## src/rtl/sync_fifo_param.sv

```systemverilog
// sync_fifo_param: parameterised single-clock FIFO with registered read data and a valid strobe.
// Define SYNC_FIFO_ERR_EN to add the err_clr input and the sticky overflow/underflow outputs.
module sync_fifo_param #(
    parameter int DATA_W   = 8,
    parameter int DEPTH    = 8,
    parameter int AF_LEVEL = 6,
    parameter int AE_LEVEL = 1
) (
    input  logic                    clk,
    input  logic                    rst,
    input  logic                    flush,
    input  logic                    wr_en,
    input  logic [DATA_W-1:0]       wr_data,
    input  logic                    rd_en,
    output logic [DATA_W-1:0]       rd_data,
    output logic                    rd_valid,
    output logic                    full,
    output logic                    empty,
    output logic                    almost_full,
    output logic                    almost_empty,
    output logic [$clog2(DEPTH):0]  count
`ifdef SYNC_FIFO_ERR_EN
    ,
    input  logic                    err_clr,
    output logic                    overflow,
    output logic                    underflow
`endif
);

    localparam int ADDR_W = $clog2(DEPTH);
    localparam logic [ADDR_W:0] DEPTH_C = (ADDR_W+1)'(DEPTH);
    localparam logic [ADDR_W:0] AF_C    = (ADDR_W+1)'(AF_LEVEL);
    localparam logic [ADDR_W:0] AE_C    = (ADDR_W+1)'(AE_LEVEL);

    logic [DATA_W-1:0] mem_q [DEPTH];
    logic [ADDR_W-1:0] wr_ptr_q, wr_ptr_d;
    logic [ADDR_W-1:0] rd_ptr_q, rd_ptr_d;
    logic [ADDR_W:0]   count_q, count_d;
    logic [DATA_W-1:0] rd_data_q;
    logic              rd_valid_q;
    logic              rd_acc;
    logic              wr_acc;

    assign empty        = (count_q == '0);
    assign full         = (count_q == DEPTH_C);
    assign almost_full  = (count_q >= AF_C);
    assign almost_empty = (count_q <= AE_C);
    assign count        = count_q;
    assign rd_data      = rd_data_q;
    assign rd_valid     = rd_valid_q;

    // A full FIFO still takes a write when a read frees a slot in the same cycle.
    assign rd_acc = rd_en & ~empty;
    assign wr_acc = wr_en & (~full | rd_acc);

    always_comb begin
        wr_ptr_d = wr_ptr_q;
        rd_ptr_d = rd_ptr_q;
        count_d  = count_q;
        if (flush) begin
            wr_ptr_d = '0;
            rd_ptr_d = '0;
            count_d  = '0;
        end else begin
            if (wr_acc) wr_ptr_d = wr_ptr_q + ADDR_W'(1);
            if (rd_acc) rd_ptr_d = rd_ptr_q + ADDR_W'(1);
            unique case ({wr_acc, rd_acc})
                2'b10:   count_d = count_q + (ADDR_W+1)'(1);
                2'b01:   count_d = count_q - (ADDR_W+1)'(1);
                default: count_d = count_q;
            endcase
        end
    end

    always_ff @(posedge clk or posedge rst) begin
        if (rst) begin
            wr_ptr_q   <= '0;
            rd_ptr_q   <= '0;
            count_q    <= '0;
            rd_data_q  <= '0;
            rd_valid_q <= 1'b0;
        end else begin
            wr_ptr_q   <= wr_ptr_d;
            rd_ptr_q   <= rd_ptr_d;
            count_q    <= count_d;
            rd_valid_q <= rd_acc & ~flush;
            if (rd_acc && !flush) rd_data_q <= mem_q[rd_ptr_q];
        end
    end

    // Storage has no reset so it maps onto block RAM.
    always_ff @(posedge clk) begin
        if (wr_acc && !flush) mem_q[wr_ptr_q] <= wr_data;
    end

`ifdef SYNC_FIFO_ERR_EN
    logic overflow_q, overflow_d;
    logic underflow_q, underflow_d;

    // A new error event in the clearing cycle keeps the flag set.
    always_comb begin
        overflow_d  = (overflow_q  & ~err_clr) | (wr_en & ~wr_acc);
        underflow_d = (underflow_q & ~err_clr) | (rd_en & empty);
    end

    always_ff @(posedge clk or posedge rst) begin
        if (rst) begin
            overflow_q  <= 1'b0;
            underflow_q <= 1'b0;
        end else begin
            overflow_q  <= overflow_d;
            underflow_q <= underflow_d;
        end
    end

    assign overflow  = overflow_q;
    assign underflow = underflow_q;
`endif

endmodule

```

## config.mk

```make
export PLATFORM = sky130hd
export DESIGN_NAME = sync_fifo_param
export DESIGN_NICKNAME = d
export VERILOG_FILES = /design/src/rtl/sync_fifo_param.sv
export SDC_FILE = /design/constraint.sdc
export NUM_CORES = 1
export LEC_CHECK = 0
export CAP_MARGIN = 20
export CORE_ASPECT_RATIO = 1.1
export CORE_UTILIZATION = 30
export CTS_CLUSTER_DIAMETER = 30
export DETAILED_ROUTE_END_ITERATION = 8
export GPL_TIMING_DRIVEN = 0
export HOLD_SLACK_MARGIN = 0.1
export SYNTH_ARGS = -nofsm -noshare
export SYNTH_HDL_FRONTEND = slang
export SYNTH_SLANG_ARGS = --single-unit
```

## constraint.sdc

```tcl
create_clock -name clk -period 2 [get_ports clk]
set_input_delay 0.4 -clock clk [delete_from_list [all_inputs] [get_ports clk]]
set_output_delay 0.4 -clock clk [all_outputs]
set_load 0.01 [all_outputs]
```

==> results of run 1 <==
[sequential cells by signal, summed over array words and instances (netlist names)]
| signal | flops |
|---|---|
| count | 4 |
| mem_q | 64 |
| rd_data | 8 |
| rd_ptr_q | 3 |
| rd_valid | 1 |
| wr_ptr_q | 3 |
[worst min-delay path: cells and delay by family]
kind	cells	cell delay [ns]
buffers and inverters	1	0.17
AND/OR/NAND/NOR	1	0.10
AO/OA/AOI/OAI	1	0.05
[Yosys cell counts (all sizes together)]
library cell | n | share of area (%)
edfxtp | 64 | 55
nor2 | 20 | 2.2
dfrtp | 19 | 14
mux4 | 16 | 10
a21oi | 12 | 1.7
nand2 | 11 | 1.2
mux2i | 10 | 2.9
buf | 9 | 1.6
ha | 7 | 2.5
inv | 7 | 0.82
nor3 | 6 | 0.86
o21ai | 5 | 0.71
nand3 | 4 | 0.57
xor2 | 4 | 1.0
nand2b | 3 | 0.75
or3 | 3 | 0.57
a211oi | 2 | 0.57
or3b | 2 | 0.57
and3 | 1 | 0.18
and4 | 1 | 0.29
clkbuf | 1 | 0.11
mux2 | 1 | 0.32
nand3b | 1 | 0.21
nor2b | 1 | 0.18
nor4b | 1 | 0.25
o21a | 1 | 0.21
o311a | 1 | 0.29
o311ai | 1 | 0.25
or2 | 1 | 0.18
or4 | 1 | 0.21
[routing by layer]
layer,vias up,global-route usage (%)
met5,-,0
met4,0,3.29
met3,9,3.97
met2,40,20.0
met1,973,15.5
li1,913,-
[worst paths after layout]
check | to | slack (ns) | cells past startpoint
worst min-delay path | rd_ptr_q[1] | 0.43 | 3
worst min register to register | rd_data[2] | 0.52 | 2
worst max register to register | count[2] | 0.09 | 7
min in group asynchronous | rd_valid | 0.48 | 2
max in group asynchronous | count[0] | 1.05 | 2
worst max-delay path | empty | 0.06 | 5
[layout make-up]
type | instances | area, sq um
clock buffer | 12 | 246
buffer | 8 | 58.8
multi-input combinational | 116 | 1110
inverter | 7 | 33.8
clock inverter | 4 | 48.8
tap | 150 | 188
fill | 1040 | 6980
sequential | 83 | 2400
timing repair buffer | 37 | 372
[kinds of logic (layout without fill, tap and decap cells)]
kind of cell | Yosys count | count (layout) | synth area share (%)
mux | 27 | 27 | 13.5
simple gates | 56 | 56 | 8.22
compound gates | 22 | 22 | 3.75
fa+ha+maj | 7 | 7 | 2.50
buf+inv | 17 | 68 | 2.57
flops | 83 | 83 | 68.5
xor+xnor | 4 | 4 | 1.00
[metrics by stage]
stage / hold slack [ns] / TNS (ns) / utilization, % / setup slack (ns)
2_1_floorplan: 0.351 / -1.38 / - / -0.0861
3_3_place_gp: 0.505 / -39.88 / 34.8 / -1.11
3_5_place_dp: 0.515 / -34.48 / 34.9 / -0.643
4_1_cts: 0.428 / 0 / 38.8 / 0.0143
5_1_grt: 0.444 / -0.0262 / 39.0 / -0.00639
6_report: 0.433 / 0 / 39.0 / 0.0585
[where the power goes]
part | leakage (nW) | internal, W | total, W | switching, W
Clock | 0.147 | 0.00100 | 0.00162 | 0.000619
Sequential | 0.810 | 0.00202 | 0.00214 | 0.000115
Combinational | 0.581 | 0.000809 | 0.00156 | 0.000751
[what timing repair did]
item,in CTS,in global routing
buffers inserted,7,1
resized for setup,23,9
endpoints found under the setup margin,73,29
gates cloned,0,0
pin swaps,4,2
==> impl_metrics.yaml, run 1 <==
floorplanning:
  dieArea_sq_mm: 0.0121
  start_util_pct: 30.6
  die_w_um: 105
  coreArea_sq_mm: 0.0114
  ioPinCount: 30
  rows: 41
  die_y_um: 115
critical_path:
  cpMaxStageDelayCell: "dfrtp_2"
  worstPathCellList: "inv_4 -> ha_4 -> or3b_4 -> inv_4 -> buf_6"
  critPathTopFamily: "flip-flops"
  cpMostUsedCell: "inv_4"
  crit_start: "count[0]"
  end_kind: "primary output"
  critPathArrivalTime_ns: 1.54
  critPathMaxStageDelay_ns: 0.43
  critPathRequiredTime_ns: 1.60
  crit_type: "reg2out"
  r2r-start: "count[0]"
  cp-start-kind: "flop"
  timing.critical_path.buf_inv: 3
  worst-path-max-fanout: 4
place:
  gp_congestion: 0.763
  dp.cells: 395
  port_buffers: 28
  dp_hpwl_mm: 4.37
  place_area_sq_mm: 0.00400
sta:
  fin_skew_ns: 0.00727
  timing.final.crit_share_pct: 97.1
  slew_headroom_pct: 47.3
  worst_pin_slew_ns: 0.791
  finalSetupViolations: 0
  finalHoldViolCount: 0
  report.final.slew_viol_count: 0
  period_needed_ns: 1.94
  fmax_ghz: 0.515
power_and_ir_drop:
  ir_drop_uv: 531
  power.leakage_nw: 1.54
  cellPowerDensity_mw_per_mm2: 1190
  power_w: 0.00532
clock_tree:
  path_clk_slew_ns: 0.06
  clk_path_buf_depth: 2
  clockRootBuffer: "clkbuf_16"
  cts_buffers: 9
  cts_tree: "yes"
  clock_sinks: 83
  clk_latency_ns: 0.33
  h-tree-depth: 3
  ctsHoldBuffers: 0
routing:
  postRouteAntennaNets: 0
  highest_layer: "met4"
  viasPerCell: 4.64
  m1WireLength_mm: 3.10
  wl_met3_um: 259
  drt_first_iter_violations: 66
  via_count: 1935
  wl_met2_mm: 3.26
  wire_per_inst_um: 16.1
  drt_pass1_iterations: 4
  drc: 0
  wl_mm: 6.72
global_route:
  grt_max_degree: 20
  grt_pass1_vias: 2011
  grt_usage_pct: 12.2
  grt_pass1_wl_mm: 10.8
  overflow: 0
  antenna_found_initial: 0
synth:
  ys_seq_area_share_pct: 68.5
  syn_avg_cell_area_sq_um: 16.2
  mappedNetlistArea_sq_mm: 0.00350
  synth_fp_nets: 236
  ys_warn_count: 0
  ys_ff_latch: 83
  yosys.cell_types.count: 39
  syn_inst: 216
status:
  outcome: "finished, final reports clean"
layout:
  final_cell_mix: "64 x edfxtp_1, 24 x clkdlybuf4s50_1, 16 x mux4_2, 16 x dfrtp_1, 15 x nor2_1"
  diodes: 0
  drive_above_1_share_pct: 26.6
  fin_cells: 417
  fin_nets: 282
  final_common_cell: "edfxtp_1"
  final_area_sq_mm: 0.00446
  areaGrowthSynthToFinish_pct: 27.3
job:
  cap_violations: 0
hold_path:
  min-delay-start: "rd_en"
  hp-class: "in2reg"
Power figures use the tool's default switching activity.
==> run 2: changes to the inputs <==
Settings changed: CORE_UTILIZATION 30 to 34.
==> run 2 against run 1 <==
  * Worst setup slack got worse by 0.031 ns
  * Sequential power about the same
  * Die area is 12% lower
  * Flip-flop and latch count unchanged
  * Routed wire length increased by 0.34%
  * Highest routed layer unchanged
  * First-iteration DRC count up 88%
  * Via count increased by 1.6%
  * Fmax decreased by 1.6%
==> impl_metrics.yaml, run 2 (same netlist as run 1, synthesis figures left out) <==
clock_tree:
  path_clk_slew_ns: 0.08
  cts_tree: "yes"
  cts_buffers: 9
  ctsHoldBuffers: 0
  clock_sinks: 83
  clk_latency_ns: 0.35
  clockRootBuffer: "clkbuf_8"
  h-tree-depth: 3
  clk_path_buf_depth: 2
floorplanning:
  rows: 38
  die_w_um: 98.8
  coreArea_sq_mm: 0.00994
  dieArea_sq_mm: 0.0107
  start_util_pct: 35.2
  die_y_um: 108
  ioPinCount: 30
routing:
  drt_pass1_iterations: 4
  postRouteAntennaNets: 0
  viasPerCell: 5.00
  wl_mm: 6.74
  drc: 0
  drt_first_iter_violations: 124
  via_count: 1965
  wire_per_inst_um: 17.2
place:
  port_buffers: 28
  dp_hpwl_mm: 4.30
  gp_congestion: 0.770
critical_path:
  critPathArrivalTime_ns: 1.57
  cp-start-kind: "flop"
  critPathTopFamily: "flip-flops"
  worstPathCellList: "inv_4 -> ha_4 -> or3b_4 -> inv_4 -> buf_6"
  worst-path-max-fanout: 4
  end_kind: "primary output"
  cpMostUsedCell: "inv_4"
  crit_type: "reg2out"
  cpMaxStageDelayCell: "dfrtp_2"
  critPathMaxStageDelay_ns: 0.44
  timing.critical_path.buf_inv: 3
  critPathRequiredTime_ns: 1.60
power_and_ir_drop:
  cellPowerDensity_mw_per_mm2: 1140
  power_w: 0.00502
  power.leakage_nw: 1.54
  ir_drop_uv: 423
sta:
  finalHoldViolCount: 0
  fmax_ghz: 0.507
  period_needed_ns: 1.97
  report.final.slew_viol_count: 0
  slew_headroom_pct: 51.0
  rsz0062_at_grt: "true"
  worst_pin_slew_ns: 0.734
  fin_skew_ns: 0.00885
  timing.final.crit_share_pct: 98.6
  finalSetupViolations: 0
global_route:
  grt_pass1_wl_mm: 10.6
  grt_max_degree: 20
  grt_pass1_vias: 1977
  overflow: 0
  grt_usage_pct: 13.8
  antenna_found_initial: 0
layout:
  fin_nets: 288
  final_core_util_pct: 44.2
  final_cell_mix: "64 x edfxtp_1, 24 x clkdlybuf4s50_1, 16 x mux4_2, 16 x dfrtp_1, 15 x nor2_1"
  regMostFlops: "mem_q"
  largest_reg_flops: 64
  diodes: 0
  areaGrowthSynthToFinish_pct: 25.6
  final_common_cell: "edfxtp_1"
  drive_above_1_share_pct: 28.6
status:
  outcome: "finished, final reports clean"
hold_path:
  hp-class: "in2reg"
job:
  cap_violations: 0
[run 2: worst paths after layout]
path | endpoint | from | slack (ns) | depth (start not counted)
worst max register to register | count[2] | count[1] | 0.07 | 7
worst min-delay path | rd_ptr_q[1] | rd_en | 0.41 | 3
worst max-delay path | empty | count[1] | 0.03 | 5
max in group asynchronous | count[0] | rst | 1.02 | 2
worst min register to register | rd_data[1] | rd_data[1] | 0.53 | 2
min in group asynchronous | rd_valid | rst | 0.47 | 2
[run 2: worst register-to-register path, stage by stage, from the launching register on]
cell and delay, ns:
dfrtp_2 0.40, inv_4 0.05, ha_4 0.16, or3b_4 0.24, inv_4 0.04, or3b_1 0.36
a211oi_2 0.23, mux2_1 0.34
[run 2: stage by stage]
| step | instances | setup TNS, ns | worst slack (ns) | hold WS (ns) | cell area (sq um) |
|---|---|---|---|---|---|
| floorplan | 216 | -1.38 | -0.0861 | 0.351 | 3520 |
| global placement | 364 | -41.89 | -1.21 | 0.513 | 3950 |
| global route | 393 | -0.0810 | -0.0467 | 0.402 | 4400 |
| CTS | 389 | -0.00744 | -0.00744 | 0.397 | 4320 |
| finish | 393 | 0 | 0.0279 | 0.407 | 4400 |
| detailed placement | 365 | -35.48 | -0.671 | 0.518 | 3960 |
[run 2: layout make-up]
type	instances	area, sq um
fill	872	5540
inverter	7	33.8
timing repair buffer	42	430
clock inverter	7	91.3
clock buffer	9	124
buffer	9	65.1
multi-input combinational	116	1100
sequential	83	2400
tap	120	150
[run 2: timing repair]
| item | in CTS | in global routing |
|---|---|---|
| resized for setup | 22 | 12 |
| setup endpoints to repair | 70 | 62 |
| pin swaps | 5 | 4 |
| setup buffers | 9 | 4 |
[run 2: report_power, final]
group | switching (W) | total [W] | leakage (nW) | internal, W
Sequential | 0.000117 | 0.00214 | 0.810 | 0.00202
Clock | 0.000594 | 0.00129 | 0.109 | 0.000700
Combinational | 0.000758 | 0.00159 | 0.620 | 0.000829
[run 2: metal layers]
layer / track usage [%] / vias to the layer above / wire length, um / part of all wire [%]
met2: 22.5 / 39 / 3450 / 51
met4: 4.90 / 0 / 97 / 1.4
li1: - / 923 / - / -
met5: 0 / - / 0 / 0
met1: 17.2 / 993 / 2940 / 44
met3: 4.65 / 10 / 253 / 3.8
==> run 3: changes to the inputs <==
Settings changed: HOLD_SLACK_MARGIN 0.1 to 0.06, TNS_END_PERCENT set to 50.
==> run 3 against run 2 <==
  * Via count rose by 0.10%
  * Clock skew fell by 0.0019 ns
  * Flip-flop and latch count did not move
  * Worst setup slack got worse by 0.0042 ns
  * Worst hold slack improved by 0.036 ns
  * Die area did not move
  * Critical endpoint is now count[2]
  * Largest cell class unchanged
  * Largest power group unchanged
  * Highest routed layer unchanged
==> impl_metrics.yaml, run 3 (same netlist as run 1, synthesis figures left out) <==
power_and_ir_drop:
  power_w: 0.00488
  pwr-share-comb_pct: 33.2
  p_sw_share_pct: 29.6
  power.leakage_nw: 1.51
  clockPowerShare_pct: 23.4
  seqPwrFrac_pct: 43.5
  ir_drop_uv: 329
  cellPowerDensity_mw_per_mm2: 1110
  netSwitchingPower_w: 0.00145
  p_int_w: 0.00343
layout:
  final_cell_mix: "64 x edfxtp_1, 24 x clkdlybuf4s50_1, 17 x dfrtp_1, 16 x mux4_2, 15 x nor2_1"
  final_area_sq_mm: 0.00438
  diodes: 0
  regMostFlops: "mem_q"
  drive_above_1_share_pct: 27.0
  largest_reg_flops: 64
  fin_nets: 285
  final_common_cell: "edfxtp_1"
  areaGrowthSynthToFinish_pct: 25.1
place:
  place_area_sq_mm: 0.00395
  dp_hpwl_mm: 4.27
  pre_cts_slack_ns: -0.659
  port_buffers: 28
  gp_congestion: 0.742
floorplanning:
  die_y_um: 108
  coreArea_sq_mm: 0.00994
  die_w_um: 98.8
  rows: 38
  ioPinCount: 30
  start_util_pct: 35.2
  dieArea_sq_mm: 0.0107
sta:
  rsz0062_at_grt: "true"
  slew_headroom_pct: 49.7
  finalSetupViolations: 0
  setup_slack_ns: 0.0237
  worst_pin_slew_ns: 0.755
  fmax_ghz: 0.506
  report.final.slew_viol_count: 0
  period_needed_ns: 1.98
  fin_hold_ws_ns: 0.443
  finalHoldViolCount: 0
  fin_skew_ns: 0.00693
  timing.final.crit_share_pct: 98.8
critical_path:
  critPathRequiredTime_ns: 2.23
  end_kind: "flop"
  cpMaxStageDelayCell: "dfrtp_2"
  crit_type: "reg2reg"
  worstPathCellList: "inv_4 -> ha_4 -> or3b_4 -> inv_4 -> or3b_4 -> a211oi_2 -> mux2_1"
  worst-path-max-fanout: 4
  rrSetupSlack_ns: 0.02
  cp-start-kind: "flop"
  critPathMaxStageDelay_ns: 0.40
  critPathArrivalTime_ns: 2.21
clock_tree:
  cts_tree: "yes"
  clockRootBuffer: "clkbuf_8"
  clk_latency_ns: 0.34
  clock_sinks: 83
  path_clk_slew_ns: 0.08
  cts_buffers: 9
  h-tree-depth: 3
  clk_path_buf_depth: 2
  ctsHoldBuffers: 0
global_route:
  overflow: 0
  grt_usage_pct: 14.1
  grt_pass1_wl_mm: 10.9
  grt_pass1_vias: 2003
  antenna_found_initial: 0
  grt_max_degree: 20
routing:
  drt_pass1_iterations: 4
  drc: 0
  postRouteAntennaNets: 0
  viasPerCell: 5.04
  via_count: 1967
  wire_per_inst_um: 17.6
  wl_mm: 6.87
  drt_first_iter_violations: 65
status:
  outcome: "finished, final reports clean"
hold_path:
  hp-class: "in2reg"
job:
  cap_violations: 0
run 3: cell count changes in the layout (fill, tap and decap cells not counted), moves of 2 or more:
| cell | delta |
|---|---|
| buf_4 | -4 |
| clkbuf_1 | +3 |
| clkbuf_2 | -2 |
| buf_12 | +2 |
run 3: worst max-delay path, delay by kind of cell (launching register included):
family / cells / cell delay (ns)
compound gates: 1 / 0.27
fa+ha+maj: 1 / 0.16
buf+inv: 2 / 0.09
flops: 1 / 0.40
mux: 1 / 0.34
simple gates: 2 / 0.61
run 3: what timing repair did:
item | 4_1_cts | 5_1_grt
endpoints found under the setup margin | 75 | 60
pin swaps | 4 | 7
endpoints found under the hold margin | 0 | 0
setup buffers | 5 | 6
gates resized for setup | 25 | 13
run 3: power by group through the flow:
| stage | logic (W) | registers [W] | clock network [W] |
|---|---|---|---|
| CTS | 0.00154 | 0.00212 | 0.00118 |
| global placement | 0.00145 | 0.00216 | 0 |
| detailed placement | 0.00147 | 0.00217 | 0 |
| global route | 0.00176 | 0.00215 | 0.00125 |
| floorplan | 0.000838 | 0.00220 | 0 |
| finish | 0.00162 | 0.00212 | 0.00114 |
run 3: layer usage:
layer / share of wire [%] / track usage [%] / vias to the layer above
li1: - / - / 919
met1: 45 / 17.7 / 1006
met2: 50 / 22.9 / 32
met3: 3.2 / 3.17 / 10
met4: 1.6 / 7.46 / 0
met5: 0 / 0 / -
run 3: layout make-up:
cell class,instances,area (sq um)
clock inverters,5,52.6
fillers,892,5560
repair buffers,39,438
inverters,7,33.8
flip-flops and latches,83,2400
plain buffers,9,63.8
well taps,120,150
clock buffers,11,131
multi-input cells,116,1110
run 3: per-stage QoR:
stage          util (%)  instances  TNS, ns
3_3_place_gp       39.6        364   -48.52
3_5_place_dp       39.8        364   -35.89
6_report           44.1        390        0
2_1_floorplan         -        216    -6.50
4_1_cts            42.8        385   -0.883
5_1_grt            44.1        390  -0.0628
run 3: final timing paths:
path,start,endpoint,cells after the start
max,count[1],count[2],7
min,rd_en,rd_ptr_q[1],3
max reg2reg,count[1],count[2],7
min reg2reg,rd_data[5],rd_data[5],2
max in group asynchronous,rst,count[0],2
min in group asynchronous,rst,rd_data[6],2
